==> src/rtl/hazard_ctrl.sv <==
// hazard_ctrl: pipeline hazard and redirect controller for an in-order MIPS pipe.
//
// Ports
//   clk, resetn            clock, asynchronous active-low reset
//   id_rs, id_rt           ID-stage source registers
//   id_j_b_stall           branch/jump operand not ready in ID
//   ld_rmem, ld_rt         per-shadow-stage load flag and load destination
//   mc_req, mc_done        per multicycle unit request (EX) and result-ready level
//   mc_start, mc_abort     per multicycle unit start pulse and cancel pulse
//   stallreq_from_if/mem   instruction / data bus busy
//   mem_excepttype         commit-stage exception code, 0 = none
//   mem_cp0_epc            return PC used for ERET
//   redirect_ready         fetch takes the redirect this cycle
//   redirect_valid/pc      pending redirect and its target
//   stall, flush           per-stage hold / bubble insert (0=IF, 1=ID, 2=EX, ...)

// One start/busy/done handshake FSM per multicycle unit.
// start/abort/mc_stall are decoded from the state in the same cycle, because the
// unit must be kicked in the very cycle EX presents its request.
module hazard_mc_fsm (
    input  logic clk,
    input  logic resetn,
    input  logic req,
    input  logic done,
    input  logic except,
    input  logic back_stall_other,
    output logic start,
    output logic abort,
    output logic mc_stall
);
    typedef enum logic [1:0] {IDLE, BUSY, DONE} mc_state_t;
    mc_state_t state;

    always_ff @(posedge clk or negedge resetn) begin
        if (!resetn) begin
            state <= IDLE;
        end else if (except) begin
            state <= IDLE;
        end else begin
            case (state)
                IDLE:    if (req)  state <= BUSY;
                BUSY:    if (done) state <= DONE;
                // Result is held until the rest of the back end can move, so
                // EX advances together with every other stalled unit.
                DONE:    if (!back_stall_other) state <= IDLE;
                default: state <= IDLE;
            endcase
        end
    end

    // DONE never goes straight back to BUSY: a held request must pass through
    // IDLE, i.e. a new instruction has to arrive in EX first.
    assign start    = (state == IDLE) && req && !except;
    assign abort    = except && (state != IDLE);
    assign mc_stall = ((state == IDLE) && req) || (state == BUSY);
endmodule

module hazard_ctrl #(
    parameter int          STAGES      = 5,
    parameter int          NUM_MC      = 2,
    parameter int          LOAD_SHADOW = 2,
    parameter logic [31:0] EXC_VECTOR  = 32'hBFC00380,
    parameter logic [31:0] ERET_CODE   = 32'h0000000E
) (
    input  logic                     clk,
    input  logic                     resetn,
    input  logic [4:0]               id_rs,
    input  logic [4:0]               id_rt,
    input  logic                     id_j_b_stall,
    input  logic [LOAD_SHADOW-1:0]   ld_rmem,
    input  logic [5*LOAD_SHADOW-1:0] ld_rt,
    input  logic [NUM_MC-1:0]        mc_req,
    input  logic [NUM_MC-1:0]        mc_done,
    output logic [NUM_MC-1:0]        mc_start,
    output logic [NUM_MC-1:0]        mc_abort,
    input  logic                     stallreq_from_if,
    input  logic                     stallreq_from_mem,
    input  logic [31:0]              mem_excepttype,
    input  logic [31:0]              mem_cp0_epc,
    input  logic                     redirect_ready,
    output logic                     redirect_valid,
    output logic [31:0]              redirect_pc,
    output logic [STAGES-1:0]        stall,
    output logic [STAGES-1:0]        flush
);
    logic                except;
    logic                lwstall;
    logic                mc_stall;
    logic                back_stall;
    logic                front_stall;
    logic [NUM_MC-1:0]   mc_stall_v;
    logic [NUM_MC-1:0]   back_stall_other;

    assign except = (mem_excepttype != 32'd0);

    // Load-use: any in-flight load whose destination feeds ID. $0 never hazards.
    always_comb begin
        lwstall = 1'b0;
        for (int k = 0; k < LOAD_SHADOW; k++) begin
            if (ld_rmem[k] && (ld_rt[5*k +: 5] != 5'd0) &&
                ((ld_rt[5*k +: 5] == id_rs) || (ld_rt[5*k +: 5] == id_rt)))
                lwstall = 1'b1;
        end
    end

    genvar k;
    generate
        for (k = 0; k < NUM_MC; k++) begin : g_mc
            // A finished unit waits on data-bus stalls and on its siblings only.
            assign back_stall_other[k] = stallreq_from_mem |
                                         (|(mc_stall_v & ~(NUM_MC'(1) << k)));
            hazard_mc_fsm u_fsm (
                .clk              (clk),
                .resetn           (resetn),
                .req              (mc_req[k]),
                .done             (mc_done[k]),
                .except           (except),
                .back_stall_other (back_stall_other[k]),
                .start            (mc_start[k]),
                .abort            (mc_abort[k]),
                .mc_stall         (mc_stall_v[k])
            );
        end
    endgenerate

    assign mc_stall    = |mc_stall_v;
    assign back_stall  = mc_stall | stallreq_from_mem;
    assign front_stall = back_stall | lwstall | id_j_b_stall | stallreq_from_if;

    always_comb begin
        stall      = {STAGES{back_stall}};
        stall[1:0] = {2{front_stall}};
    end

    // Bubble into EX only when EX itself is free to take it; an exception
    // flushes everything and wins over stall in the stage registers.
    always_comb begin
        flush    = {STAGES{except}};
        flush[2] = flush[2] | ((lwstall | id_j_b_stall) & ~back_stall);
        flush[0] = flush[0] | redirect_valid;
    end

    // Redirect holding register: newest exception wins, cleared on handoff.
    always_ff @(posedge clk or negedge resetn) begin
        if (!resetn) begin
            redirect_valid <= 1'b0;
            redirect_pc    <= 32'd0;
        end else if (except) begin
            redirect_valid <= 1'b1;
            redirect_pc    <= (mem_excepttype == ERET_CODE) ? mem_cp0_epc : EXC_VECTOR;
        end else if (redirect_valid && redirect_ready) begin
            redirect_valid <= 1'b0;
        end
    end
endmodule

==> config.mk <==
export PLATFORM = sky130hd
export DESIGN_NAME = hazard_ctrl
export DESIGN_NICKNAME = d
export VERILOG_FILES = /design/src/rtl/hazard_ctrl.sv
export SDC_FILE = /design/constraint.sdc
export NUM_CORES = 1
export LEC_CHECK = 0
export CAP_MARGIN = 25
export CORE_ASPECT_RATIO = 1.5
export CORE_MARGIN = 2
export CORE_UTILIZATION = 34
export CTS_CLUSTER_DIAMETER = 150
export DETAILED_ROUTE_END_ITERATION = 12
export GPL_TIMING_DRIVEN = 0
export PLACE_DENSITY_LB_ADDON = 0.08
export SLEW_MARGIN = 20
export SYNTH_ARGS = -nofsm -noshare
export SYNTH_HDL_FRONTEND = slang
export SYNTH_SLANG_ARGS = --single-unit
export TNS_END_PERCENT = 5
==> constraint.sdc <==
create_clock -name clk -period 5.2 [get_ports clk]
set_input_delay 1.56 -clock clk [delete_from_list [all_inputs] [get_ports clk]]
set_output_delay 1.56 -clock clk [all_outputs]
set_load 0.01 [all_outputs]
==> results of run 1 <==
area by class of cell:
cell class / instances / area (µm²) / area share
Tap cell: 70 / 87.58 / 0.02463
Sequential cell: 37 / 925.9 / 0.2604
Clock buffer: 7 / 76.32 / 0.02146
Clock inverter: 1 / 7.507 / 0.002111
Timing Repair Buffer: 146 / 1446 / 0.4068
Inverter: 3 / 11.26 / 0.003167
Buffer: 22 / 135.1 / 0.03800
Multi-Input combinational cell: 142 / 865.8 / 0.2435
cell families (layout without fill, tap and decap cells):
family / count (synthesis) / in the layout / synth area share
xor gates and xnor gates: 20 / 20 / 0.09192
DFF: 37 / 37 / 0.4859
and+or+nand+nor: 79 / 79 / 0.1891
buffers and inverters: 25 / 179 / 0.07354
AOI/OAI and AO/OA: 43 / 43 / 0.1595
metal layers:
metal / track usage / up-vias / routed length [µm] / share of wire
met1: 0.2255 / 960 / 2423 / 0.39
met4: 0.06597 / 0 / 80 / 0.013
met2: 0.3703 / 86 / 3181 / 0.52
li1: - / 1014 / - / -
met5: 0 / - / 0 / 0
met3: 0.04912 / 6 / 461 / 0.075
cells in the mapped netlist (2+ instances only):
cell type / count
a22oi_1: 20
and3_1: 5
buf_4: 12
clkbuf_1: 9
dfrtp_1: 37
inv_1: 3
nand2_1: 19
nand3_1: 5
nand4_1: 2
nor2_1: 33
nor3_1: 2
nor4_1: 6
o21a_1: 2
o21ai_0: 4
o22ai_1: 14
or4_1: 2
xnor2_1: 20
flip-flops by register name (all words and copies together), names as in the netlist:
name              flops
redirect_pc          32
redirect_valid        1
g_mc.u_fsm.state      4
repair_timing:
action	CTS	global route
cloned	0	0
resized for setup	24	3
pin swaps	5	3
endpoints found under the setup margin	11	6
buffers inserted	1	2
power by group through the flow:
stage | logic (mW) | clock network (mW) | registers [mW]
2_1_floorplan | 0.0333 | 0 | 0.293
3_3_place_gp | 0.125 | 0 | 0.293
3_5_place_dp | 0.128 | 0 | 0.293
4_1_cts | 0.128 | 0.201 | 0.287
5_1_grt | 0.139 | 0.211 | 0.287
6_report | 0.128 | 0.194 | 0.288
worst max-delay path: stages:
cell	delay [ns]
dlygate4sd2_1	0.28
or4_1	0.52
o21a_1	0.19
a221oi_2	0.27
or3b_1	0.39
buf_4	0.14
dlygate4sd2_1	0.27
stage by stage:
| stage | utilization | worst slack [ns] | cell area, µm² | TNS, ns | std cells |
|---|---|---|---|---|---|
| 6_report | 0.6524 | 0.02329 | 3556 | 0 | 428 |
| 5_1_grt | 0.6524 | -0.04569 | 3556 | -0.08620 | 428 |
| 4_1_cts | 0.6492 | -0.001932 | 3538 | -0.001932 | 426 |
| 3_5_place_dp | 0.6306 | -0.4266 | 3437 | -2.848 | 417 |
| 3_3_place_gp | 0.6265 | -0.4389 | 3415 | -2.776 | 416 |
| 2_1_floorplan | - | 0.6133 | 1906 | 0 | 204 |
path summary, 6_finish.rpt:
| path | endpoint | slack [ns] | depth (start not counted) |
|---|---|---|---|
| worst min register to register | redirect_pc[7] | 0.52 | 2 |
| min in group asynchronous | redirect_pc[21] | 1.23 | 1 |
| worst max register to register | g_mc[1].u_fsm.state[1] | 4.08 | 5 |
| worst max-delay path | stall[0] | 0.02 | 7 |
| max in group asynchronous | g_mc[0].u_fsm.state[1] | 3.51 | 2 |
| worst min-delay path | redirect_pc[7] | 0.52 | 2 |
==> flow_summary.toml, run 1 <==
[power_and_ir_drop]
clockPowerShare = 0.318
switchingPower_mw = 0.1423
power.total_mw = 0.6089
ir_drop_v = 0.0001621
pwr-share-seq = 0.472
p_comb_frac = 0.210
power_per_cell_area_nw_per_um2 = 171.2
p_int_mw = 0.4666
total_leakage_power_nw = 1.366
swShare = 0.2337

[drt]
vias = 2066
postRouteAntennaNets = 0
remaining_drc_errors = 0
firstDrtPassIters = 4
drt_iter0_markers = 61
wl_per_cell_um = 14.36
viasPerCell = 4.827
wl_mm = 6.147

[timing]
timing.final.crit_period_ns = 5.177
finalHoldViolCount = 0
whs_ns = 0.5162
finalSetupViolations = 0
rsz0062_at_grt = "true"
max_freq_mhz = 193.2
slew_headroom = 0.6710
drv_slew = 0
fin_skew_ns = 0.0002745
tightest_slew_ns = 0.4935
fin_crit_sh = 0.9955

[cts]
root_buffer = "clkbuf_8"
clockBufferDepth = 2
cts.htree.levels = 2
cts_made_buffers = 5
cts_tree = "built"
cts.hold.buffers_added = 0
cts.sink_count = 37
clk_pin_slew_ns = 0.07
clk_latency_ns = 0.27

[floorplanning]
num_io_pins = 143
die_w_um = 65.13
placementRows = 33
dieArea_um2 = 6232
start_util = 0.3496
die_h_um = 95.69
core_um2 = 5450

[synth]
ys_seq_area_frac = 0.4859
ys_seq_elements = 37
synth-edff-count = 0
synth_nets = 300
synth-main-ff-cell = "dfrtp_1"
ys_warn_count = 0
yosys.area.top_type = "dfrtp_1"
synth.avg_cell_area_um2 = 9.341
netlist_area_um2 = 1906
synth_area_leaders = "dfrtp_1, xnor2_1, a22oi_1"
async_flop_share = 1.000
post_synth_num_cell_types = 26
synth_top_area_frac = 0.4859
synth_cells = 204

[run]
maxCapViolCount = 0

[critical_path]
required_ns = 3.64
cp.arrival_ns = 3.62
crit_path_start = "ld_rt[2]"
timing.rr.start = "g_mc[0].u_fsm.state[0]"
endpoint_kind = "output pin"
cp_max_fo = 3
path_class = "input pin to output pin"
start_kind = "input pin"

[placement]
place_hpwl_mm = 4.824
place_congestion = 0.7596
portBuffers = 142

[global_routing]
track_usage = 0.2009
antenna_found_initial = 0
grt_pass1_vias = 2116
gr-total-overflow = 0
grt_start_max_net_pins = 21
grt_pass1_wl_mm = 9.749

[run_status]
status = "complete, no violations"

[layout]
final_common_cell = "clkdlybuf4s50_1"
drive_gt1_frac = 0.09777
syn_to_final_growth_pct = 86.61
most-common-layout-cells = "clkdlybuf4s50_1, dfrtp_1, nor2_1"
final_nets = 453
num_antenna_cells = 0
fillers = 499

[min_path]
hold_path_startpoint = "redirect_pc[7]"
worstHoldPathType = "register to register"
Power figures use the tool's default switching activity.
==> run 2: changes to the inputs <==
--- a/config.mk
+++ b/config.mk
@@ -11,7 +11,6 @@
 export CORE_UTILIZATION = 34
 export CTS_CLUSTER_DIAMETER = 150
 export DETAILED_ROUTE_END_ITERATION = 12
-export GPL_TIMING_DRIVEN = 0
 export PLACE_DENSITY_LB_ADDON = 0.08
 export SLEW_MARGIN = 20
 export SYNTH_ARGS = -nofsm -noshare
==> run 2 against run 1 <==
Compared with the run above:
- combinational power about the same
- die area unchanged
- register-to-register slack about the same
- highest routed layer unchanged
==> flow_summary.toml, run 2 (same netlist as run 1, synthesis figures left out) <==
[global_routing]
gr-total-overflow = 0
grt_start_max_net_pins = 38
grt_pass1_wl_mm = 9.729
track_usage = 0.2009
grt_pass1_vias = 2093
antenna_found_initial = 0

[critical_path]
cp_cell_sequence = "clkdlybuf4s50_1 > or4_4 > o21a_1 > a221oi_2 > or3b_1 > clkdlybuf4s15_1"
path_class = "input pin to output pin"
critical-path-max-stage-delay_ns = 0.54
timing.rr.start = "g_mc[0].u_fsm.state[0]"
cp_max_fo = 2
rr_endpoint = "g_mc[1].u_fsm.state[1]"
r2r_slack_ns = 4.08
start_kind = "input pin"
endpoint_kind = "output pin"
cp.arrival_ns = 3.59
required_ns = 3.64
path_delay_family = "simple AND/OR/NAND/NOR gates"
reg2reg_depth = 5
slowest_stage = "or4_4"
critPathBufInv = 2

[timing]
finalSetupViolations = 0
max_freq_mhz = 194.2
drv_slew = 0
fin_skew_ns = 0.0006438
timing.final.crit_period_ns = 5.149
fin_crit_sh = 0.9901
slew_headroom = 0.4646
tightest_slew_ns = 0.8031
rsz0062_at_grt = "true"
finalHoldViolCount = 0

[power_and_ir_drop]
ir_drop_v = 0.0001505
pwr-share-seq = 0.466
swShare = 0.2227
power_per_cell_area_nw_per_um2 = 174.9
p_comb_frac = 0.213
p_int_mw = 0.4795
switchingPower_mw = 0.1374
clockPowerShare = 0.321
total_leakage_power_nw = 1.343

[floorplanning]
dieArea_um2 = 6232
die_h_um = 95.69
core_um2 = 5450
start_util = 0.3496
die_w_um = 65.13
placementRows = 33
num_io_pins = 143

[cts]
cts.htree.levels = 2
clockBufferDepth = 2
cts_tree = "built"
cts_made_buffers = 5
clk_latency_ns = 0.28
postCtsSetupBuffers = 0
clk_pin_slew_ns = 0.07
root_buffer = "clkbuf_8"
cts.sink_count = 37
cts.hold.buffers_added = 0

[drt]
postRouteAntennaNets = 0
wl_mm = 6.134
wl_per_cell_um = 14.75
firstDrtPassIters = 4
remaining_drc_errors = 0
vias = 2027
drt_iter0_markers = 46
viasPerCell = 4.873

[layout]
drive_gt1_frac = 0.08960
top_register = "redirect_pc"
final_common_cell = "clkdlybuf4s50_1"
multiInputGateArea_um2 = 879.6
register_area_um2 = 925.9
most-common-layout-cells = "clkdlybuf4s50_1, dfrtp_1, nor2_1, xnor2_1, a22oi_1"
top_regs = "redirect_pc x32, g_mc.u_fsm.state x4, redirect_valid x1"
syn_to_final_growth_pct = 85.10
layout.cells.non_filler = 416
final_area_um2 = 3527
largest_reg_flops = 32
num_antenna_cells = 0
final_nets = 442
fillers = 479

[min_path]
hold_path_startpoint = "redirect_pc[29]"
worstHoldPathType = "register to register"
holdPathEnd = "redirect_pc[29]"
hold_depth = 2

[placement]
place_congestion = 0.7608
dp.cells = 409
place_hpwl_mm = 4.673
place_area_um2 = 3398
portBuffers = 142

[run_status]
status = "complete, no violations"

[run]
maxCapViolCount = 0
run 2: cell type report:
type                    count  share of cell area
clock buffers               7             0.02448
inverters                   3            0.003193
multi-input cells         142              0.2494
flip-flops and latches     37              0.2625
well taps                  70             0.02483
repair buffers            157              0.4356
run 2: what timing repair did:
item	in CTS	in global routing
pin swaps	1	3
hold endpoints to repair	0	0
setup endpoints to repair	6	7
gates resized for setup	10	9
run 2: worst min-delay path, cell delays in order (launching register included):
cell and delay, ns:
dfrtp_1 0.34, o22ai_1 0.08, nand2_1 0.06
run 2: how the worst max path moves through the flow:
stage                     startpoint  slack [ns]  endpoint  cells after the start
after detailed placement    ld_rt[2]       -0.22  stall[0]                      6
after global routing        ld_rt[6]       -0.07  stall[0]                      6
after floorplan             ld_rt[1]        0.61  stall[0]                      5
after global placement      ld_rt[2]       -0.22  stall[1]                      6
after CTS                   ld_rt[2]       -0.02  stall[0]                      6
final                       ld_rt[6]        0.05  stall[0]                      6
run 2: stage by stage:
step	hold slack, ns	worst slack (ns)	power (mW)	TNS (ns)	util
final	0.5125	0.05130	0.6169	0	0.6472
after global routing	0.5421	-0.07108	0.6472	-0.1320	0.6472
after CTS	0.5153	-0.02250	0.6225	-0.04368	0.6426
after detailed placement	0.4986	-0.2194	0.4220	-0.7028	0.6235
after global placement	0.4957	-0.2166	0.4210	-0.6022	0.6235
after floorplan	0.5497	0.6133	0.3266	0	-
run 2: power by group through the flow:
stage               combinational, mW  sequential (mW)  clock (mW)
global placement                0.128            0.293           0
finish                          0.131            0.288       0.198
global route                    0.142            0.287       0.218
detailed placement              0.129            0.293           0
floorplan                      0.0333            0.293           0
CTS                             0.131            0.288       0.204
run 2: layer usage:
metal | global-route usage | wire, µm
met4 | 0.06076 | 78
met5 | 0 | 0
met3 | 0.05614 | 450
met2 | 0.3540 | 3252
met1 | 0.2379 | 2353
==> run 3: changes to the inputs <==
--- a/config.mk
+++ b/config.mk
@@ -8,9 +8,10 @@
 export CAP_MARGIN = 25
 export CORE_ASPECT_RATIO = 1.5
 export CORE_MARGIN = 2
-export CORE_UTILIZATION = 34
+export CORE_UTILIZATION = 40
 export CTS_CLUSTER_DIAMETER = 150
 export DETAILED_ROUTE_END_ITERATION = 12
+export DONT_BUFFER_PORTS = 1
 export PLACE_DENSITY_LB_ADDON = 0.08
 export SLEW_MARGIN = 20
 export SYNTH_ARGS = -nofsm -noshare
==> run 3 against run 2 <==
Compared with the run above:
- fmax rose by 11%
- die area fell by 14%
- sequential power barely moved
- core utilization fell by 21 points
- cell count fell by 38%
- first-iteration DRC count fell by 48%
- critical path depth fell by 2
- largest power group unchanged
- worst setup slack improved by 0.51 ns
- wire length fell by 23%
- clock power fell by 3%
==> flow_summary.toml, run 3 (same netlist as run 1, synthesis figures left out) <==
[min_path]
worstHoldPathType = "register to register"
hold_path_startpoint = "redirect_pc[29]"
hold_depth = 2
holdPathEnd = "redirect_pc[29]"

[cts]
clockBufferDepth = 2
cts_tree = "built"
cts.hold.buffers_added = 0
postCtsSetupBuffers = 0
cts_made_buffers = 5
root_buffer = "clkbuf_8"
clk_latency_ns = 0.28
clk_pin_slew_ns = 0.08
cts.htree.levels = 2
cts.sink_count = 37
ctsResizeCount = 0

[critical_path]
endpoint_kind = "output pin"
cp.arrival_ns = 3.07
timing.rr.start = "g_mc[0].u_fsm.state[0]"
required_ns = 3.64
cp_max_fo = 3
r2r_slack_ns = 4.10
critical-path-max-stage-delay_ns = 0.54
rr_endpoint = "g_mc[1].u_fsm.state[1]"
start_kind = "input pin"
reg2reg_depth = 5
slowest_stage = "or4_1"
path_class = "input pin to output pin"
cp_cell_sequence = "or4_1 > o21a_1 > a221oi_2 > or3b_1"

[drt]
drt_iter0_markers = 24
remaining_drc_errors = 0
wl_mm = 4.701
viasPerCell = 5.720
wl_per_cell_um = 18.29
postRouteAntennaNets = 0
vias = 1470
firstDrtPassIters = 4

[global_routing]
gr-total-overflow = 0
grt_start_max_net_pins = 38
antenna_found_initial = 0
track_usage = 0.1691
grt_pass1_vias = 1507
grt_pass1_wl_mm = 6.665

[layout]
most-common-layout-cells = "dfrtp_1, nor2_1, xnor2_1, a22oi_1, nand2_1"
top_register = "redirect_pc"
final_common_cell = "dfrtp_1"
final_area_um2 = 1968
final_nets = 288
num_antenna_cells = 0
final_util = 0.4333
largest_reg_flops = 32
layout.cells.non_filler = 257
drive_gt1_frac = 0.06218
syn_to_final_growth_pct = 3.283
top_regs = "redirect_pc x32, g_mc.u_fsm.state x4, redirect_valid x1"

[power_and_ir_drop]
ir_drop_v = 0.0001514
total_leakage_power_nw = 0.6932
power_per_cell_area_nw_per_um2 = 262.9
power.total_mw = 0.5174

[floorplanning]
start_util = 0.4196
die_h_um = 88.54
dieArea_um2 = 5344
core_um2 = 4542
placementRows = 30
num_io_pins = 143
die_w_um = 60.36

[timing]
slew_headroom = 0.4765
max_freq_mhz = 215.8
tightest_slew_ns = 0.7824
timing.final.crit_period_ns = 4.634
layout_setup_ws_ns = 0.5656
finalSetupViolations = 0
rsz0062_at_grt = "false"
fin_skew_ns = 0.0002915
drv_slew = 0
whs_ns = 0.5962
fin_crit_sh = 0.8912
tns_ns = 0
finalHoldViolCount = 0

[placement]
place_hpwl_mm = 3.667
dpl_worst_slack_ns = 0.5531
dp.cells = 249
place_area_um2 = 1884
place_congestion = 0.7137
portBuffers = 0

[run]
maxCapViolCount = 0

[run_status]
status = "complete, no violations"
## run 3: layout make-up
class	instances	area, µm²
clock buffer	7	76.32
clock inverter	1	7.507
fill	447	2574
inverter	3	11.26
multi-input combinational	142	844.6
sequential	37	925.9
tap	64	80.08
timing repair buffer	3	22.52
## run 3: critical path: cells and delay by family
| family | cells | cell delay (ns) |
|---|---|---|
| and+or+nand+nor | 2 | 1.03 |
| AOI/OAI and AO/OA | 2 | 0.49 |
## run 3: routing by layer
metal | global-route usage | vias to the layer above | wire length (µm)
met5 | 0 | - | 0
met3 | 0.05556 | 9 | 431
met4 | 0.06263 | 0 | 76
met2 | 0.2964 | 83 | 2428
li1 | - | 686 | -
met1 | 0.1859 | 692 | 1764
## run 3: worst max-delay path by stage
| stage | from | end | slack (ns) | depth (start not counted) |
|---|---|---|---|---|
| after floorplan | ld_rt[1] | stall[0] | 0.61 | 5 |
| after global placement | ld_rt[1] | stall[1] | 0.58 | 4 |
| after detailed placement | ld_rt[1] | stall[0] | 0.55 | 4 |
| after CTS | ld_rt[1] | stall[0] | 0.55 | 4 |
| after global routing | mem_excepttype[12] | mc_start[0] | 0.45 | 6 |
| final | ld_rt[1] | stall[0] | 0.57 | 4 |
## run 3: power by group
| part | switching [mW] | internal (mW) | total, mW |
|---|---|---|---|
| Combinational | 0.0182 | 0.0197 | 0.0378 |
| Sequential | 0.000000000114 | 0.288 | 0.288 |
| Clock | 0.0971 | 0.0948 | 0.192 |
